==> src/rtl/axis_udp_rx_parse_if.sv <==
// AXI-Stream bundle used on both sides of the UDP receive parser.
// The master drives the payload and the slave returns tready.
`timescale 1ns/1ps
interface axis_udp_rx_parse_if #(
  parameter int DW = 64
);
  logic            tvalid;
  logic            tready;
  logic            tlast;
  logic [DW-1:0]   tdata;
  logic [DW/8-1:0] tstrb;

  modport master (output tvalid, tlast, tdata, tstrb, input tready);
  modport slave  (input tvalid, tlast, tdata, tstrb, output tready);
endinterface

==> src/rtl/axis_udp_rx_parse.sv <==
// Ethernet/IPv4/UDP receive parser: filters whole frames on MAC, EtherType, IPv4 and port.
// The UDP payload of accepted frames is re-aligned to byte 0 of the master stream.
`timescale 1ns/1ps
module axis_udp_rx_parse #(
  parameter int          AXIS_DATA_WIDTH = 64,
  parameter logic [15:0] LT              = 16'h0800
) (
  input  logic                axis_clk,
  input  logic                axis_s_rst_n,
  axis_udp_rx_parse_if.slave  s_axis,
  axis_udp_rx_parse_if.master m_axis,
  input  logic [47:0]         local_mac_addr,
  input  logic [31:0]         local_ipv4_addr,
  input  logic [15:0]         local_udp_port,
  output logic                hdr_valid,
  output logic [47:0]         hdr_src_mac,
  output logic [31:0]         hdr_src_ip,
  output logic [15:0]         hdr_src_port,
  output logic [15:0]         hdr_udp_len,
  output logic [15:0]         frm_ok_cnt,
  output logic [15:0]         frm_drop_cnt
);

  typedef enum logic [1:0] {
    ST_HDR,
    ST_PASS,
    ST_DROP
  } state_t;

  state_t r_state;
  state_t w_stateNext;

  logic [AXIS_DATA_WIDTH-1:0] w_d;
  logic        w_last;
  logic        w_sReady;
  logic        w_sHs;
  logic        w_mFree;
  logic [3:0]  w_nBytes;
  logic [47:0] w_dstMac;
  logic        w_macOk;
  logic [15:0] w_be16;
  logic [31:0] w_dstIp;
  logic        w_accept;
  logic [7:0]  w_beatStrb;
  logic [7:0]  w_flushStrb;

  logic [2:0]  r_beatCnt;
  logic        r_hdrOk;
  logic [47:0] r_srcMac;
  logic [31:0] r_srcIp;
  logic [15:0] r_dstIpHi;
  logic        r_first;
  logic        r_flush;
  logic [47:0] r_hold;
  logic [2:0]  r_holdN;

  logic                       r_mValid;
  logic [AXIS_DATA_WIDTH-1:0] r_mData;
  logic [7:0]                 r_mStrb;
  logic                       r_mLast;

  logic        r_hdrValid;
  logic [47:0] r_hdrSrcMac;
  logic [31:0] r_hdrSrcIp;
  logic [15:0] r_hdrSrcPort;
  logic [15:0] r_hdrUdpLen;
  logic [15:0] r_okCnt;
  logic [15:0] r_dropCnt;

  assign w_d     = s_axis.tdata;
  assign w_last  = s_axis.tlast;
  assign w_mFree = !r_mValid || m_axis.tready;

  // The input only stalls while passing payload: on output backpressure or a pending flush beat.
  assign w_sReady = (r_state != ST_PASS) || (!r_flush && w_mFree);
  assign w_sHs    = s_axis.tvalid && w_sReady;

  always_comb begin
    w_nBytes = '0;
    for (int i = 0; i < 8; i++) begin
      w_nBytes = w_nBytes + {3'd0, s_axis.tstrb[i]};
    end
  end

  assign w_dstMac = {w_d[7:0], w_d[15:8], w_d[23:16], w_d[31:24], w_d[39:32], w_d[47:40]};
  assign w_macOk  = (w_dstMac == local_mac_addr) || (w_dstMac == 48'hFFFF_FFFF_FFFF);
  // Bytes 4-5 of a beat: EtherType on beat1, destination port on beat4.
  assign w_be16   = {w_d[39:32], w_d[47:40]};
  assign w_dstIp  = {r_dstIpHi, w_d[7:0], w_d[15:8]};
  assign w_accept = r_hdrOk && (w_dstIp == local_ipv4_addr) && (w_be16 == local_udp_port);

  assign w_beatStrb  = (w_nBytes >= 4'd2) ? 8'hFF : ((w_nBytes == 4'd1) ? 8'h7F : 8'h3F);
  assign w_flushStrb = 8'((16'd1 << r_holdN) - 16'd1);

  always_ff @(posedge axis_clk) begin
    if (!axis_s_rst_n) begin
      r_state <= ST_HDR;
    end else begin
      r_state <= w_stateNext;
    end
  end

  always_comb begin
    w_stateNext = r_state;
    case (r_state)
      ST_HDR: begin
        if (w_sHs && !w_last && (r_beatCnt == 3'd4)) begin
          w_stateNext = w_accept ? ST_PASS : ST_DROP;
        end
      end
      ST_PASS: begin
        if (r_flush) begin
          if (w_mFree) begin
            w_stateNext = ST_HDR;
          end
        end else if (w_sHs && w_last && (w_nBytes <= 4'd2)) begin
          w_stateNext = ST_HDR;
        end
      end
      ST_DROP: begin
        if (w_sHs && w_last) begin
          w_stateNext = ST_HDR;
        end
      end
      default: w_stateNext = ST_HDR;
    endcase
  end

  always_ff @(posedge axis_clk) begin
    if (!axis_s_rst_n) begin
      r_beatCnt    <= '0;
      r_hdrOk      <= 1'b0;
      r_srcMac     <= '0;
      r_srcIp      <= '0;
      r_dstIpHi    <= '0;
      r_first      <= 1'b0;
      r_flush      <= 1'b0;
      r_hold       <= '0;
      r_holdN      <= '0;
      r_mValid     <= 1'b0;
      r_mData      <= '0;
      r_mStrb      <= '0;
      r_mLast      <= 1'b0;
      r_hdrValid   <= 1'b0;
      r_hdrSrcMac  <= '0;
      r_hdrSrcIp   <= '0;
      r_hdrSrcPort <= '0;
      r_hdrUdpLen  <= '0;
      r_okCnt      <= '0;
      r_dropCnt    <= '0;
    end else begin
      r_hdrValid <= 1'b0;
      if (m_axis.tready) begin
        r_mValid <= 1'b0;
      end
      case (r_state)
        ST_HDR: begin
          if (w_sHs) begin
            if (w_last) begin
              r_beatCnt <= '0;
              r_dropCnt <= r_dropCnt + 16'd1;
            end else begin
              r_beatCnt <= (r_beatCnt == 3'd4) ? 3'd0 : r_beatCnt + 3'd1;
              case (r_beatCnt)
                3'd0: begin
                  r_hdrOk         <= w_macOk;
                  r_srcMac[47:32] <= {w_d[55:48], w_d[63:56]};
                end
                3'd1: begin
                  r_hdrOk        <= r_hdrOk && (w_be16 == LT) && (w_d[55:48] == 8'h45);
                  r_srcMac[31:0] <= {w_d[7:0], w_d[15:8], w_d[23:16], w_d[31:24]};
                end
                3'd2: begin
                  r_hdrOk <= r_hdrOk && (w_d[63:56] == 8'h11);
                end
                3'd3: begin
                  r_srcIp   <= {w_d[23:16], w_d[31:24], w_d[39:32], w_d[47:40]};
                  r_dstIpHi <= {w_d[55:48], w_d[63:56]};
                end
                default: begin
                  if (w_accept) begin
                    r_hdrValid   <= 1'b1;
                    r_hdrSrcMac  <= r_srcMac;
                    r_hdrSrcIp   <= r_srcIp;
                    r_hdrSrcPort <= {w_d[23:16], w_d[31:24]};
                    r_hdrUdpLen  <= {w_d[55:48], w_d[63:56]};
                    r_first      <= 1'b1;
                  end else begin
                    r_dropCnt <= r_dropCnt + 16'd1;
                  end
                end
              endcase
            end
          end
        end
        ST_PASS: begin
          if (r_flush) begin
            if (w_mFree) begin
              r_mValid <= 1'b1;
              r_mData  <= {16'd0, r_hold};
              r_mStrb  <= w_flushStrb;
              r_mLast  <= 1'b1;
              r_flush  <= 1'b0;
              r_okCnt  <= r_okCnt + 16'd1;
            end
          end else if (w_sHs) begin
            r_hold  <= w_d[63:16];
            r_holdN <= 3'(w_nBytes - 4'd2);
            if (r_first) begin
              // Beat5 only primes the hold register; its tlast decides flush versus empty payload.
              r_first <= 1'b0;
              if (w_last) begin
                if (w_nBytes > 4'd2) begin
                  r_flush <= 1'b1;
                end else begin
                  r_dropCnt <= r_dropCnt + 16'd1;
                end
              end
            end else begin
              r_mValid <= 1'b1;
              r_mData  <= {w_d[15:0], r_hold};
              r_mStrb  <= w_beatStrb;
              r_mLast  <= w_last && (w_nBytes <= 4'd2);
              if (w_last) begin
                if (w_nBytes > 4'd2) begin
                  r_flush <= 1'b1;
                end else begin
                  r_okCnt <= r_okCnt + 16'd1;
                end
              end
            end
          end
        end
        default: ;
      endcase
    end
  end

  assign s_axis.tready = w_sReady;
  assign m_axis.tvalid = r_mValid;
  assign m_axis.tdata  = r_mData;
  assign m_axis.tstrb  = r_mStrb;
  assign m_axis.tlast  = r_mLast;

  assign hdr_valid    = r_hdrValid;
  assign hdr_src_mac  = r_hdrSrcMac;
  assign hdr_src_ip   = r_hdrSrcIp;
  assign hdr_src_port = r_hdrSrcPort;
  assign hdr_udp_len  = r_hdrUdpLen;
  assign frm_ok_cnt   = r_okCnt;
  assign frm_drop_cnt = r_dropCnt;

endmodule
==> src/flat_wrapper.sv <==
// flat-port wrapper written by rule: the top's interface ports become plain ports
module axis_udp_rx_parse_flat 
#(
  parameter int          AXIS_DATA_WIDTH = 64,
  parameter logic [15:0] LT              = 16'h0800
)
  (axis_clk, axis_s_rst_n, local_mac_addr, local_ipv4_addr, local_udp_port, hdr_valid, hdr_src_mac, hdr_src_ip, hdr_src_port, hdr_udp_len, frm_ok_cnt, frm_drop_cnt, s_axis_tvalid, s_axis_tlast, s_axis_tdata, s_axis_tstrb, s_axis_tready, m_axis_tvalid, m_axis_tlast, m_axis_tdata, m_axis_tstrb, m_axis_tready);
  axis_udp_rx_parse_if s_axis_i ();
  axis_udp_rx_parse_if m_axis_i ();
  input  logic axis_clk;
  input  logic axis_s_rst_n;
  input  logic [47:0] local_mac_addr;
  input  logic [31:0] local_ipv4_addr;
  input  logic [15:0] local_udp_port;
  output logic hdr_valid;
  output logic [47:0] hdr_src_mac;
  output logic [31:0] hdr_src_ip;
  output logic [15:0] hdr_src_port;
  output logic [15:0] hdr_udp_len;
  output logic [15:0] frm_ok_cnt;
  output logic [15:0] frm_drop_cnt;
  input wire logic [$bits(s_axis_i.tvalid)-1:0] s_axis_tvalid;
  input wire logic [$bits(s_axis_i.tlast)-1:0] s_axis_tlast;
  input wire logic [$bits(s_axis_i.tdata)-1:0] s_axis_tdata;
  input wire logic [$bits(s_axis_i.tstrb)-1:0] s_axis_tstrb;
  output wire logic [$bits(s_axis_i.tready)-1:0] s_axis_tready;
  output wire logic [$bits(m_axis_i.tvalid)-1:0] m_axis_tvalid;
  output wire logic [$bits(m_axis_i.tlast)-1:0] m_axis_tlast;
  output wire logic [$bits(m_axis_i.tdata)-1:0] m_axis_tdata;
  output wire logic [$bits(m_axis_i.tstrb)-1:0] m_axis_tstrb;
  input wire logic [$bits(m_axis_i.tready)-1:0] m_axis_tready;
  assign s_axis_i.tvalid = s_axis_tvalid;
  assign s_axis_i.tlast = s_axis_tlast;
  assign s_axis_i.tdata = s_axis_tdata;
  assign s_axis_i.tstrb = s_axis_tstrb;
  assign s_axis_tready = s_axis_i.tready;
  assign m_axis_tvalid = m_axis_i.tvalid;
  assign m_axis_tlast = m_axis_i.tlast;
  assign m_axis_tdata = m_axis_i.tdata;
  assign m_axis_tstrb = m_axis_i.tstrb;
  assign m_axis_i.tready = m_axis_tready;
  axis_udp_rx_parse #(.AXIS_DATA_WIDTH(AXIS_DATA_WIDTH), .LT(LT)) u_core (.axis_clk(axis_clk), .axis_s_rst_n(axis_s_rst_n), .s_axis(s_axis_i), .m_axis(m_axis_i), .local_mac_addr(local_mac_addr), .local_ipv4_addr(local_ipv4_addr), .local_udp_port(local_udp_port), .hdr_valid(hdr_valid), .hdr_src_mac(hdr_src_mac), .hdr_src_ip(hdr_src_ip), .hdr_src_port(hdr_src_port), .hdr_udp_len(hdr_udp_len), .frm_ok_cnt(frm_ok_cnt), .frm_drop_cnt(frm_drop_cnt));
endmodule
==> config.mk <==
export PLATFORM = sky130hd
export DESIGN_NAME = axis_udp_rx_parse_flat
export DESIGN_NICKNAME = d
export VERILOG_FILES = /design/src/rtl/axis_udp_rx_parse_if.sv /design/src/rtl/axis_udp_rx_parse.sv /design/src/flat_wrapper.sv
export SDC_FILE = /design/constraint.sdc
export NUM_CORES = 1
export LEC_CHECK = 0
export CAP_MARGIN = 10
export CORE_MARGIN = 5
export CORE_UTILIZATION = 49
export DETAILED_ROUTE_END_ITERATION = 10
export PLACE_DENSITY_LB_ADDON = 0.15
export SLEW_MARGIN = 20
export SYNTH_ARGS = -nofsm -noshare
export SYNTH_HDL_FRONTEND = slang
export SYNTH_SLANG_ARGS = --single-unit
==> constraint.sdc <==
create_clock -name axis_clk -period 4.5 [get_ports axis_clk]
set_input_delay 0.675 -clock axis_clk [delete_from_list [all_inputs] [get_ports axis_clk]]
set_output_delay 0.675 -clock axis_clk [all_outputs]
set_load 0.02 [all_outputs]
==> flow_metrics.tcl, run 1 <==
set metrics [dict create \
    multi_input_area_um2 7072 \
    drtPass1Iterations 5 \
    place_inst 2498 \
    vias 13940 \
    async_reset_ff_share_pct 0 \
    die_area_um2 34420 \
    power_density_nw_per_um2 344.5 \
    ys_seq_area_share_pct 49.60 \
    cts_root_buffer "clkbuf_16" \
    num-fill-cells 2478 \
    rsz0062_at_grt "no" \
    vias_per_cell 5.439 \
    p_comb_share_pct 7.8 \
    drt_iter0_drc 1138 \
    layout_commonest_cell "nand2_1" \
    syn_avg_cell_area_um2 8.471 \
    fin_util_pct 68.08 \
    p_sw_w 0.001594 \
    cts_max_path_buffers 3 \
    num_rows 64 \
    yosysUniqueCellTypes 52 \
    ant_nets 0 \
    internal_power_w 0.005561 \
    critPathKind "in -> reg" \
    syn_inst 1782 \
    synthFlopType "dfxtp_1" \
    skew_ns 0.01438 \
    ys_seq_elements 374 \
    ir_drop_uv 238.8 \
    coreArea_um2 30510 \
    syn_nets 1970 \
    cts_buffers 39 \
    maxCapViolCount 0 \
    yosys-top-cells-area "dfxtp_1, nand2_1, mux2i_1" \
    grt_max_degree 163 \
    final_cell_mix "nand2_1, clkdlybuf4s50_1, dfxtp_1, a21oi_1, nor2_1" \
    required_ns 4.93 \
    synth-edff-count 0 \
    grt_pass1_vias 13020 \
    synth_top_cell_by_area "dfxtp_1" \
    drc 0 \
    slew_headroom_pct 25.71 \
    ioPinCount 393 \
    layout_worst_path_cycle_share_pct 95.73 \
    grt-ovfl-total 0 \
    gp_congestion 0.8962 \
    tightest_slew_ns 1.114 \
    hold_buffers 0 \
    startpoint_type "primary input" \
    cp_max_fo 19 \
    drive_above_1_share_pct 5.538 \
    cts_tree "built" \
    setup_viol 0 \
    slew_violations 0 \
    syn_to_final_growth_pct 37.61 \
    port-buffer-count 392 \
    cts_sinks 374 \
    status "finished clean" \
    insertion_delay_ns 0.52 \
    crit_path_end_kind "flip-flop" \
    arrival_ns 4.74 \
    timing.final.hold_violations 0 \
    worstHoldPathType "reg -> reg" \
    fin_cells 2563 \
    power_frac_seq_pct 46.6 \
    yosysWarningCount 0 \
    period_needed_ns 4.308 \
    clkTransAtPathRegs_ns 0.06 \
    final.setup.tns_ns 0 \
    floorplan.die.height_um 185.5 \
    swShare_pct 22.28 \
    start_util_pct 49.48 \
    clkPwrFrac_pct 45.6 \
    grt_usage_pct 28.35 \
    ff_latch_area_um2 7487 \
    fp.dieW_um 185.5 \
    final_nets 2331 \
    holdWs_ns 0.4503 \
    ctsHtreeMaxLevel 2 \
    totalWireLength_mm 52.07 \
    power.leakage_nw 7.054 \
    timing.fmax_mhz 232.1 \
    grt_first_pass_wirelength_mm 75.87 \
    yosysTopAreaCellShare_pct 49.60 \
    netlist_area_um2 15090 \
    num_antenna_cells 0 \
    dp_hpwl_mm 37.34 \
    antenna_found_initial 1 \
    routedWlPerCell_um 20.32 \
]
-- critical path: stages --
cell	delay, ns
clkdlybuf4s50_1	0.41
ha_1	0.27
inv_1	0.05
fa_1	0.49
fa_1	0.43
fa_1	0.41
fa_1	0.40
nor2_1	0.11
a31o_2	0.20
nand2_1	0.11
o31ai_4	0.26
o21ai_4	0.19
buf_4	0.22
or3_1	0.35
a21oi_1	0.15
-- cells by family after synthesis --
family                     after synthesis  share of synthesized area, %
muxes                                  113                         7.493
DFF                                    374                         49.60
and+or+nand+nor                        748                         21.10
adders and majority gates               15                         1.442
AOI/OAI and AO/OA                      287                         10.49
buffers and inverters                  144                         4.004
xor gates and xnor gates               101                         5.860
-- Yosys cell counts (all sizes together) (12+ instances only) --
cell,instances
nor2,174
inv,26
xor2,71
xnor2,30
a22oi,17
nand3,18
nand4,28
a21oi,217
o21ai,16
nor4,24
buf,14
mux2i,113
or4,12
nand2,425
clkbuf,104
dfxtp,374
or3,12
-- timing repair --
| action | in CTS | in global routing |
|---|---|---|
| setup buffers | 0 | 0 |
| gates resized for setup | 0 | 4 |
| endpoints found under the hold margin | 0 | 0 |
| setup endpoints to repair | 0 | 12 |
-- metrics by stage --
| stage | power, W | setup WS [ns] | instance area [µm²] |
|---|---|---|---|
| floorplan | 0.003628 | 0.2780 | 15090 |
| global placement | 0.003954 | -0.2981 | 19450 |
| detailed placement | 0.003960 | -0.4374 | 19450 |
| CTS | 0.007188 | 0.1096 | 20740 |
| global route | 0.007371 | 0.01599 | 20770 |
| finish | 0.007156 | 0.1921 | 20770 |
-- final cells by class --
type	instances	share of cell area, %
clock buffer	58	5.680
clock inverter	7	0.5421
inverter	26	0.5060
multi-input combinational	1264	34.05
sequential	374	36.05
tap	396	2.385
timing repair buffer	438	20.79
-- power by group through the flow --
stage | logic, W | clock network [W] | registers (W)
final | 0.000562 | 0.00326 | 0.00333
after global routing | 0.000597 | 0.00344 | 0.00333
after CTS | 0.000555 | 0.00330 | 0.00333
after detailed placement | 0.000553 | 0 | 0.00341
after global placement | 0.000547 | 0 | 0.00341
after floorplan | 0.000221 | 0 | 0.00341
-- state kept, by name (all words and copies together) (netlist names), 2 cells and up --
name                 count
u_core.hdr_src_port     16
u_core.m_axis.tstrb      8
u_core.r_dstIpHi        16
u_core.r_state           2
u_core.hdr_src_ip       32
u_core.hdr_udp_len      16
u_core.hdr_src_mac      48
u_core.frm_drop_cnt     16
u_core.frm_ok_cnt       16
u_core.m_axis.tdata     64
u_core.r_beatCnt         3
u_core.r_holdN           3
u_core.r_srcIp          32
u_core.r_srcMac         48
u_core.r_hold           48
-- path summary, 6_finish.rpt --
path / from / slack, ns / cells past startpoint / to
worst max-delay path: s_axis_tstrb[1] / 0.19 / 15 / u_core.frm_drop_cnt[11]
worst min-delay path: u_core.r_hold[33] / 0.45 / 2 / u_core.m_axis.tdata[33]
worst max register to register: u_core.r_dstIpHi[1] / 1.26 / 8 / u_core.hdr_src_ip[20]
worst min register to register: u_core.r_hold[33] / 0.45 / 2 / u_core.m_axis.tdata[33]
-- layer usage --
layer / track usage, % / up-vias / routed length (µm)
li1: - / 6660 / -
met1: 35.39 / 6596 / 20760
met5: 0 / - / 19
met3: 7.798 / 101 / 5025
met4: 10.39 / 2 / 1931
met2: 47.16 / 580 / 24340
No activity file was read; power rests on OpenSTA's default activity.
==> run 2, diff against run 1 <==
MAX_ROUTING_LAYER = met4   (was unset)
==> run 2 against run 1 <==
Net effect: die area is the same; clock power is essentially flat; setup slack lost 0.0014 ns; critical endpoint unchanged; first-iteration DRC count grew 9.9%; via count grew 0.22%; clock-buffer cell count is the same; power is essentially flat; combinational power is essentially flat; critical path type unchanged; global-route usage grew 0.87 points; sequential power is essentially flat.
==> flow_metrics.tcl, run 2 (synthesis gave the netlist of run 1 again) <==
set metrics [dict create \
    tightest_slew_ns 1.123 \
    holdPathStages 2 \
    layout_commonest_cell "nand2_1" \
    stdcell_area_um2 20770 \
    critPathKind "in -> reg" \
    maxCapViolCount 0 \
    die_area_um2 34420 \
    ctsResizeCount 0 \
    cts_max_path_buffers 3 \
    arrival_ns 4.74 \
    holdPathEnd "u_core.m_axis.tdata[33]" \
    cts_setup_buffers 0 \
    setup_viol 0 \
    cts_sinks 374 \
    hold_buffers 0 \
    slew_headroom_pct 25.13 \
    layout_worst_path_cycle_share_pct 95.76 \
    coreArea_um2 30510 \
    ioPinCount 393 \
    vias 13970 \
    num_rows 64 \
    fp.dieW_um 185.5 \
    cp_max_fo 19 \
    fin_util_pct 68.09 \
    cts_buffers 39 \
    timing.final.hold_violations 0 \
    status "finished clean" \
    routedWlPerCell_um 20.28 \
    timing.fmax_mhz 232.1 \
    drt-met1-wl_mm 20.59 \
    grt_pass1_vias 13010 \
    power_density_nw_per_um2 344.5 \
    drc 0 \
    cts_tree "built" \
    ff_latch_area_um2 7487 \
    final_cell_mix "nand2_1, clkdlybuf4s50_1, dfxtp_1, a21oi_1, nor2_1" \
    grt_first_pass_wirelength_mm 75.97 \
    min_from "u_core.r_hold[33]" \
    drt_iter0_drc 1251 \
    totalWireLength_mm 52.01 \
    rsz0062_at_grt "no" \
    drtPass1Iterations 5 \
    vias_per_cell 5.449 \
    drive_above_1_share_pct 5.538 \
    largest_reg_flops 64 \
    port-buffer-count 392 \
    power.leakage_nw 7.054 \
    gp_congestion 0.9114 \
    ctsHtreeMaxLevel 2 \
    worstReg2RegStart "u_core.r_dstIpHi[1]" \
    final_nets 2331 \
    ant_nets 0 \
    regToRegSetupSlack_ns 1.28 \
    wl_met3_mm 5.045 \
    routed.top_layer "met4" \
    num-fill-cells 2479 \
    ir_drop_uv 238.7 \
    insertion_delay_ns 0.52 \
    wl_met2_mm 24.52 \
    dp_hpwl_mm 37.34 \
    placedInstanceArea_um2 19450 \
    worstHoldPathType "reg -> reg" \
    start_util_pct 49.48 \
    antenna_found_initial 1 \
    crit_path_end_kind "flip-flop" \
    cts_root_buffer "clkbuf_16" \
    clkTransAtPathRegs_ns 0.06 \
    floorplan.die.height_um 185.5 \
    holdWs_ns 0.4511 \
    timing.reg2reg.worst_path_depth 8 \
    startpoint_type "primary input" \
    slew_violations 0 \
    required_ns 4.93 \
    grt-ovfl-total 0 \
    period_needed_ns 4.309 \
    grt_usage_pct 29.22 \
    r2r_end "u_core.hdr_src_mac[9]" \
    multi_input_area_um2 7072 \
    syn_to_final_growth_pct 37.62 \
    grt_max_degree 163 \
    skew_ns 0.01460 \
]
-- run 2: cell count changes in the layout (fill, tap and decap cells not counted) --
cell / previous run / this run
diode_2: 0 / 1
-- run 2: report_power, final --
part | switching [W] | leakage, nW | total, W | internal (W)
Sequential | 0.00000963 | 3.01 | 0.00333 | 0.00332
Clock | 0.00129 | 0.634 | 0.00326 | 0.00198
Combinational | 0.000299 | 3.41 | 0.000561 | 0.000262
Total | 0.00159 | 7.05 | 0.00716 | 0.00556
-- run 2: routing by layer --
layer | GRT usage, % | vias up
met3 | 7.407 | 105
met1 | 35.75 | 6620
li1 | - | 6667
met2 | 47.29 | 578
met4 | 10.04 | 0
met5 | - | -
-- run 2: how the worst max path moves through the flow --
stage	start	endpoint	slack, ns	cells past startpoint
after floorplan	s_axis_tstrb[0]	u_core.frm_drop_cnt[14]	0.28	13
after global placement	s_axis_tstrb[0]	u_core.frm_drop_cnt[11]	-0.30	15
after detailed placement	s_axis_tstrb[1]	u_core.frm_drop_cnt[11]	-0.44	15
after CTS	s_axis_tstrb[1]	u_core.frm_drop_cnt[11]	0.11	15
after global routing	s_axis_tstrb[1]	u_core.frm_drop_cnt[6]	0.02	15
final	s_axis_tstrb[1]	u_core.frm_drop_cnt[11]	0.19	15
-- run 2: final cells by class --
class | instances | area share [%]
tap | 396 | 2.385
sequential | 374 | 36.04
clock buffer | 58 | 5.680
multi-input combinational | 1264 | 34.04
timing repair buffer | 438 | 20.79
clock inverter | 7 | 0.5421
antenna | 1 | 0.01205
inverter | 26 | 0.5059
-- run 2: stage by stage --
stage               power (W)  worst slack (ns)  instances  TNS, ns
finish               0.007156            0.1908       2564        0
floorplan            0.003628            0.2780       1782        0
detailed placement   0.003960           -0.4374       2498   -8.253
global route         0.007373           0.01716       2564        0
CTS                  0.007188            0.1096       2563        0
global placement     0.003954           -0.2981       2498   -4.765
-- run 2: worst max-delay path, stage by stage --
cell	delay (ns)
clkdlybuf4s50_1	0.41
ha_1	0.27
inv_1	0.05
fa_1	0.49
fa_1	0.43
fa_1	0.41
fa_1	0.40
nor2_1	0.11
a31o_2	0.20
nand2_1	0.11
o31ai_4	0.26
o21ai_4	0.19
buf_4	0.22
or3_1	0.35
a21oi_1	0.15
